===== config.mk =====
export PLATFORM = sky130hd
export DESIGN_NAME = rgmii_tx_mspd
export DESIGN_NICKNAME = d
export VERILOG_FILES = /design/src/rtl/eth_pkg.sv /design/src/rtl/rgmii_oddr_lane.sv /design/src/rtl/rgmii_tx_mspd.sv
export SDC_FILE = /design/constraint.sdc
export NUM_CORES = 1
export LEC_CHECK = 0
export BUFFER_PORTS_ARGS = -buffer_cell sky130_fd_sc_hd__clkbuf_2
export CORE_ASPECT_RATIO = 0.5
export CORE_MARGIN = 4
export CORE_UTILIZATION = 55
export CTS_CLUSTER_SIZE = 10
export DETAILED_ROUTE_END_ITERATION = 7
export GPL_TIMING_DRIVEN = 1
export MAX_ROUTING_LAYER = met4
export PLACE_DENSITY = 0.9
export SETUP_SLACK_MARGIN = 0.3
export SLEW_MARGIN = 20
export SYNTH_ARGS = -nofsm -noshare
export SYNTH_HDL_FRONTEND = slang
export SYNTH_SLANG_ARGS = --single-unit

===== constraint.sdc =====
create_clock -name gmii_tx_clk -period 4.6 [get_ports gmii_tx_clk]
set_input_delay 0.69 -clock gmii_tx_clk [delete_from_list [all_inputs] [get_ports gmii_tx_clk]]
set_output_delay 0.69 -clock gmii_tx_clk [all_outputs]
set_load 0.03 [all_outputs]

===== src/rtl/eth_pkg.sv =====
// rtl/eth_pkg.sv - shared speed, state and idle encodings for the RGMII transmit path
package eth_pkg;

    // Link speed encodings; 2'b11 is treated as gigabit
    localparam logic [1:0] SPD_1000 = 2'b10;
    localparam logic [1:0] SPD_100  = 2'b01;
    localparam logic [1:0] SPD_10   = 2'b00;

    // Transmit FSM states
    localparam logic [1:0] ST_IDLE = 2'd0;
    localparam logic [1:0] ST_SEND = 2'd1;
    localparam logic [1:0] ST_IFG  = 2'd2;

    // Nibble driven on TXD when no frame is in flight
    localparam logic [3:0] RGMII_IDLE = 4'h0;

    // Anything other than an explicit 10/100 code runs at gigabit
    function automatic logic is_gig(input logic [1:0] spd);
        return !((spd == SPD_100) || (spd == SPD_10));
    endfunction

endpackage


===== src/rtl/rgmii_oddr_lane.sv =====
// rtl/rgmii_oddr_lane.sv - one ODDR2 output lane (C0 alignment, async reset)
//
// Ports:
//   clk   - transmit clock; both D inputs are captured on its rising edge
//   rst_n - asynchronous active-low reset (drives the ODDR2 R pin inverted)
//   d0    - value driven while clk is high
//   d1    - value driven while clk is low
//   q     - DDR pin output
module rgmii_oddr_lane (
    input  logic clk,
    input  logic rst_n,
    input  logic d0,
    input  logic d1,
    output logic q
);

    logic d0_q;
    logic d1_q;

    // With C0 alignment both halves are captured on the rising edge, so the
    // falling-edge half is simply the second register presented while clk is low.
    always_ff @(posedge clk or negedge rst_n) begin
        if (!rst_n) begin
            d0_q <= 1'b0;
            d1_q <= 1'b0;
        end else begin
            d0_q <= d0;
            d1_q <= d1;
        end
    end

    assign q = clk ? d0_q : d1_q;

endmodule


===== src/rtl/rgmii_tx_mspd.sv =====
// rtl/rgmii_tx_mspd.sv - multi-speed byte-stream to RGMII transmitter
//
// Ports:
//   gmii_tx_clk  - TX clock (125 / 25 / 2.5 MHz)
//   rst_n        - asynchronous active-low reset
//   speed        - 10: 1000, 01: 100, 00: 10, 11: 1000; sampled only while idle
//   tx_valid     - byte offered; contiguous valid bytes form one frame
//   tx_data      - offered byte
//   tx_er        - error flag for the offered byte
//   tx_ready     - byte accepted when tx_valid && tx_ready
//   tx_busy      - a frame or its inter-frame gap is in progress
//   frame_cnt    - frames completed (wraps)
//   err_cnt      - frames that carried at least one errored byte (wraps)
//   rgmii_txc    - forwarded TX clock
//   rgmii_tx_ctl - TX_CTL pin (TX_EN rising, TX_EN^TX_ER falling)
//   rgmii_txd    - TXD pins
module rgmii_tx_mspd
    import eth_pkg::*;
#(
    parameter int IFG_BYTES = 12,
    parameter int CNT_W     = 16,
    parameter int TXC_ODDR  = 1
) (
    input  logic             gmii_tx_clk,
    input  logic             rst_n,
    input  logic [1:0]       speed,
    input  logic             tx_valid,
    input  logic [7:0]       tx_data,
    input  logic             tx_er,
    output logic             tx_ready,
    output logic             tx_busy,
    output logic [CNT_W-1:0] frame_cnt,
    output logic [CNT_W-1:0] err_cnt,
    output logic             rgmii_txc,
    output logic             rgmii_tx_ctl,
    output logic [3:0]       rgmii_txd
);

    localparam int IFG_W = $clog2(2 * IFG_BYTES + 2);
    localparam logic [IFG_W-1:0] IFG_LD_1G   = IFG_W'((IFG_BYTES > 0) ? IFG_BYTES - 1 : 0);
    localparam logic [IFG_W-1:0] IFG_LD_SLOW = IFG_W'((IFG_BYTES > 0) ? 2 * IFG_BYTES - 1 : 0);

    logic [1:0]       state;
    logic [1:0]       spd_q;
    logic             phase;
    logic             ready_ok;
    logic [IFG_W-1:0] ifg_cnt;
    logic             frame_err;
    logic [3:0]       hi_q;
    logic             er_q;

    logic [3:0]       txd_d0;
    logic [3:0]       txd_d1;
    logic             ctl_d0;
    logic             ctl_d1;

    logic             gig;
    logic             accept;
    logic             eof;

    // While idle the live speed input governs the first byte; spd_q catches
    // the same value on that edge and stays frozen for the rest of the frame.
    assign gig = is_gig((state == ST_IDLE) ? speed : spd_q);

    // ready_ok keeps tx_ready low throughout reset and opens it one edge later
    assign tx_ready = ready_ok && ((state == ST_IDLE) ||
                                  ((state == ST_SEND) && (gig || !phase)));
    assign accept   = tx_valid && tx_ready;
    assign eof      = (state == ST_SEND) && tx_ready && !tx_valid;
    assign tx_busy  = (state != ST_IDLE);

    always_ff @(posedge gmii_tx_clk or negedge rst_n) begin
        if (!rst_n) begin
            state     <= ST_IDLE;
            spd_q     <= SPD_1000;
            phase     <= 1'b0;
            ready_ok  <= 1'b0;
            ifg_cnt   <= '0;
            frame_err <= 1'b0;
            frame_cnt <= '0;
            err_cnt   <= '0;
        end else begin
            ready_ok <= 1'b1;
            case (state)
                ST_IDLE: begin
                    spd_q <= speed;
                    phase <= 1'b0;
                    if (accept) begin
                        state     <= ST_SEND;
                        phase     <= !gig;
                        frame_err <= tx_er;
                    end
                end
                ST_SEND: begin
                    if (eof) begin
                        frame_cnt <= frame_cnt + 1'b1;
                        if (frame_err) begin
                            err_cnt <= err_cnt + 1'b1;
                        end
                        frame_err <= 1'b0;
                        phase     <= 1'b0;
                        if (IFG_BYTES == 0) begin
                            state <= ST_IDLE;
                        end else begin
                            state   <= ST_IFG;
                            ifg_cnt <= gig ? IFG_LD_1G : IFG_LD_SLOW;
                        end
                    end else if (accept) begin
                        if (tx_er) begin
                            frame_err <= 1'b1;
                        end
                        phase <= !gig;
                    end else begin
                        // second nibble slot of a 10/100 byte
                        phase <= 1'b0;
                    end
                end
                ST_IFG: begin
                    if (ifg_cnt == '0) begin
                        state <= ST_IDLE;
                    end else begin
                        ifg_cnt <= ifg_cnt - 1'b1;
                    end
                end
                default: state <= ST_IDLE;
            endcase
        end
    end

    // D-register stage: accepted byte lands here one edge after accept and
    // reaches the pins through the ODDR2 on the following edge.
    always_ff @(posedge gmii_tx_clk or negedge rst_n) begin
        if (!rst_n) begin
            txd_d0 <= RGMII_IDLE;
            txd_d1 <= RGMII_IDLE;
            ctl_d0 <= 1'b0;
            ctl_d1 <= 1'b0;
            hi_q   <= 4'h0;
            er_q   <= 1'b0;
        end else if (accept) begin
            txd_d0 <= tx_data[3:0];
            txd_d1 <= gig ? tx_data[7:4] : tx_data[3:0];
            ctl_d0 <= 1'b1;
            ctl_d1 <= !tx_er;
            hi_q   <= tx_data[7:4];
            er_q   <= tx_er;
        end else if ((state == ST_SEND) && !gig && phase) begin
            // high nibble of a 10/100 byte, error flag held from the accept
            txd_d0 <= hi_q;
            txd_d1 <= hi_q;
            ctl_d0 <= 1'b1;
            ctl_d1 <= !er_q;
        end else begin
            txd_d0 <= RGMII_IDLE;
            txd_d1 <= RGMII_IDLE;
            ctl_d0 <= 1'b0;
            ctl_d1 <= 1'b0;
        end
    end

    for (genvar i = 0; i < 4; i++) begin : g_txd
        rgmii_oddr_lane u_txd (
            .clk   (gmii_tx_clk),
            .rst_n (rst_n),
            .d0    (txd_d0[i]),
            .d1    (txd_d1[i]),
            .q     (rgmii_txd[i])
        );
    end

    rgmii_oddr_lane u_ctl (
        .clk   (gmii_tx_clk),
        .rst_n (rst_n),
        .d0    (ctl_d0),
        .d1    (ctl_d1),
        .q     (rgmii_tx_ctl)
    );

    if (TXC_ODDR != 0) begin : g_txc_oddr
        rgmii_oddr_lane u_txc (
            .clk   (gmii_tx_clk),
            .rst_n (rst_n),
            .d0    (1'b1),
            .d1    (1'b0),
            .q     (rgmii_txc)
        );
    end else begin : g_txc_direct
        assign rgmii_txc = gmii_tx_clk;
    end

endmodule

# ---- Word-level counts from Yosys, hierarchy flattened
# Cells that the tools add are included.
dict set report word_totals {
  out_inout_bits 40
  register_bits 69
  input_bits 14
  elab_cells 93
}
dict set report op_classes {
  addsub 3
  n_mux 31
  eq_ne 9
  n_reduce_logical 26
}
# cell n
set op_table {}
lappend op_table {{$add 16x1->16 const B} 2}
lappend op_table {{$mux 1} 16}
lappend op_table {{$mux 4} 4}
lappend op_table {{$mux 5} 3}
lappend op_table {{$pmux 5 s2} 1}
lappend op_table {{$reduce_and 3->1} 3}
lappend op_table {{$mux 2} 4}
lappend op_table {{$ne 2x2->1 const B} 4}
lappend op_table {{$logic_and 1x1->1} 7}
lappend op_table {{$ne 3x3->1 const B} 2}
lappend op_table {{$pmux 2 s3} 1}
lappend op_table {{$reduce_bool 2->1} 3}
lappend op_table {{$logic_not 1->1} 5}
lappend op_table {{$logic_not 5->1} 1}
lappend op_table {{$sub 5x1->5 const B} 1}
lappend op_table {{$eq 2x1->1 const B} 2}
lappend op_table {{$logic_not 2->1} 2}
lappend op_table {{$pmux 1 s2} 2}
lappend op_table {{$reduce_and 4->1} 1}
lappend op_table {{$logic_or 1x1->1} 3}
lappend op_table {{$eq 2x2->1 const B} 1}
lappend op_table {{$reduce_and 2->1} 1}

# ---- Depth between registers and ports, before layout
dict set report logic_depth {
  depth_word 13
  ltp_mapped 7
  ltp_nobuf 7
}

# ---- By module
# From an unflattened synthesis, not the netlist that was laid out.
dict set report unflattened {
  cells_unflattened 261
  hier_area_um2 3054.2
}
# mod area_per_inst_um2 instances seq_area_each_um2 cells_each
set modules_own_cells {}
lappend modules_own_cells {rgmii_tx_mspd 2663.8 1 1452.6 243}
lappend modules_own_cells {rgmii_oddr_lane 65.1 6 50.0 3}

==> impl_results.md <==
* R2R setup slack at 2400 ps
* Synth area leader: dfrtp_1
* Final number of hold-violating endpoints at 0
* Residual DRC count at 0
* Number of global-route vias before repair at 2218
* Hold_buf cts at 0
* Critical path class: clk2out
* XOR/XNOR share of the synthesized area at 8.82%
* Synth Register Bits at 68
* Slowest CP cell: mux2_2
* Diode count at 0
* Vias per inst at 5.46
* Cells on worst reg2reg path at 4
* Post-route ant nets at 0
* Worst Hold Endpoint: u_ctl.d0_q$_DFF_PN0_
* Mux share of post-synthesis cell area at 5.84%
* Proportion of layout cells with a drive suffix above 1 at 27.5%
* Max Slew Vio Count at 0
* Placed cell areas at 3260 um^2
* DP HPWL at 4.16 mm
* Worst-Margin Slew at 938 ps
* Post-synthesis adder-cell area fraction at 1.68%
* Crit path required time at 3910 ps
* Leak pwr at 1.80 nW
* RR Startpoint: state[1]$_DFFE_PN0P_
* Hold WC Path Type: reg2reg
* CP cell instances: clkbuf_8, clkbuf_8, mux2_2, clkbuf_2
* Synth cell types at 44
* Post-synthesis compound-gate area fraction at 5.71%
* Placer Congestion at 0.817
* CP peak stage delay at 260 ps
* CTS tree: yes
* # nets final at 336
* Max cap viols at 0
* Buf/Inv on CP at 3
* Fill cells at 360
* Largest net degree at the start of global routing at 40
* Die height at 60.1 um
* Synthesized area at 2980 um^2
* Total track usage at 21.1%
* Skew-Pair Late Insertion Delay at 450 ps
* Number of antenna violations at the first check in global routing at 0
* Commonest non-fill, non-tap cells in the layout: dfrtp_1, clkbuf_2, nand2_1
* Top cells by area, synth: dfrtp_1, xor2_1, mux2_2, xnor2_1, nand2_1
* Status: finished, final reports clean
* CP delay by family, top: buffers and inverters
* Clk slew on worst S/H paths at 70 ps
* Post-synthesis cell count at 262
* Setup tns final at 0 ps
* Die Wd at 112 um
* Sequential share of the synthesized area at 57.1%
* Hold path cells at 0
* Initial DRT Pass Iterations at 4
* Top cell type's share of synthesized area at 56.3%
* Site Rows at 18
* Die area at 6730 um^2
* Worst Path Max Fanout at 3
* Worst rel slew slack at 37.5%
* I/O pin cnt at 54
* Core box area at 5090 um^2
* Worst hold path startpoint: ctl_d0$_DFF_PN0_
* Congestion Overflow GR at 0
* Syn_area_per_cell at 11.4 um^2
* Setup violators final at 0
* Yosys warns at 0
* CP Launch Point: gmii_tx_clk
* Setup bufs post-CTS at 0
* WL per Instance at 15.5 um
* PortBufs at 52
* Via count at 2152
* Detailed Route WL at 6.12 mm
* Initial cell density of the core at 58.6%
* RSZ-0062 raised after global routing: no
* P&R area growth vs syn at 18.7%
* Startpoint Class: clock port
* Starting DRT DRC Count at 160
* Post-route cell area at 3540 um^2
* Clk_skew at 9.50 ps
* Cell Pwr Density at 555 nW/um^2
* Most common cell after layout, fill and taps aside: dfrtp_1
* Crit path DAT at 3000 ps
* First-pass GRT wire length at 10.3 mm
* Worst VDD drop at 0.196 mV
* Most common cell on crit path: clkbuf_8
* Post-CTS sizing at 0
* CP Capture Type: output port
* Largest family of logic cells by synthesized area: simple AND/OR/NAND/NOR gates
* Syn Nets at 280
* Post-synthesis simple-gate area fraction at 16.4%
* FF-to-FF End: err_cnt[13]$_DFFE_PN0P_
## synthesized netlist by cell type, drive strengths merged
library cell,n
dfstp,1
nor3b,1
xnor2,14
o22ai,2
or3,1
or4,2
xor2,16
dfrtp,67
nor2,11
mux2i,5
nand3,10
a22oi,2
and3,2
o32a,1
inv,15
buf,7
and2,4
o21a,1
a211oi,1
nand4,7
ha,4
or2,1
nor2b,3
clkbuf,5
a22o,1
a21oi,4
nand3b,1
and4,2
conb,1
nor4b,1
nand2b,1
a32oi,1
nor3,11
or3b,1
mux2,11
nor4,5
nand2,23
o21ai,16
## flip-flops by register name, summed over array words and instances (netlist names)
signal,cells
ctl_d0,1
ctl_d1,1
er_q,1
err_cnt,16
frame_cnt,16
frame_err,1
g_txc_oddr.u_txc.d0_q,1
g_txd.u_txd.d0_q,4
g_txd.u_txd.d1_q,4
hi_q,4
ifg_cnt,5
phase,1
spd_q,1
state,2
txd_d0,4
txd_d1,4
u_ctl.d0_q,1
u_ctl.d1_q,1
## layout make-up
type | count | area (um^2) | share of cell area [%]
Multi-Input combinational cell | 167 | 1150 | 32.5
Clock buffer | 21 | 216 | 6.12
Clock inverter | 6 | 88.8 | 2.51
Sequential cell | 68 | 1700 | 48.1
Tap cell | 70 | 87.6 | 2.48
Inverter | 15 | 56.3 | 1.59
Timing Repair Buffer | 47 | 238 | 6.72
## where the power goes
part / switching [W] / total (W) / internal (W)
logic: 0.000251 / 0.000398 / 0.000147
registers: 0.000104 / 0.000820 / 0.000716
clock network: 0.000322 / 0.000747 / 0.000425
total: 0.000677 / 0.00196 / 0.00129
## layer usage
| layer | share of wire (%) | track usage (%) |
|---|---|---|
| met1 | 41 | 23.2 |
| met2 | 50 | 33.3 |
| met3 | 5.2 | 6.88 |
| met4 | 3.0 | 14.9 |
| met5 | 0 | - |
## logic make-up after synthesis
| group | Yosys count |
|---|---|
| and+or+nand+nor | 87 |
| DFF | 68 |
| xor gates and xnor gates | 30 |
| AOI/OAI and AO/OA | 29 |
| buffers and inverters | 27 |
| muxes | 16 |
| adders and majority gates | 4 |
| other | 1 |
## per-stage QoR
stage | total power, W | hold slack [ps] | instances | setup WS (ps) | util [%]
after floorplan | 0.00120 | 331 | 262 | 1200 | -
after global placement | 0.00128 | 332 | 373 | 1190 | 64.1
after detailed placement | 0.00132 | 338 | 373 | 1190 | 64.1
after CTS | 0.00199 | 354 | 394 | 890 | 69.5
after global routing | 0.00208 | 364 | 394 | 882 | 69.5
final | 0.00196 | 352 | 394 | 909 | 69.5
## worst max-delay path by stage
stage              endpoint  slack, ps  cells after the start
2_1_floorplan  rgmii_txd[0]       1200                      2
3_3_place_gp   rgmii_tx_ctl       1190                      2
3_5_place_dp   rgmii_tx_ctl       1190                      2
4_1_cts        rgmii_txd[1]        890                      4
5_1_grt        rgmii_tx_ctl        880                      4
6_report       rgmii_txd[1]        910                      4
## worst register-to-register path, stage by stage, from the launching register on
cell     delay (ps)
dfrtp_1         460
or3b_1          500
nor4_2          680
nand3_1         230
xnor2_1         240
No activity file was read; power rests on OpenSTA's default activity.
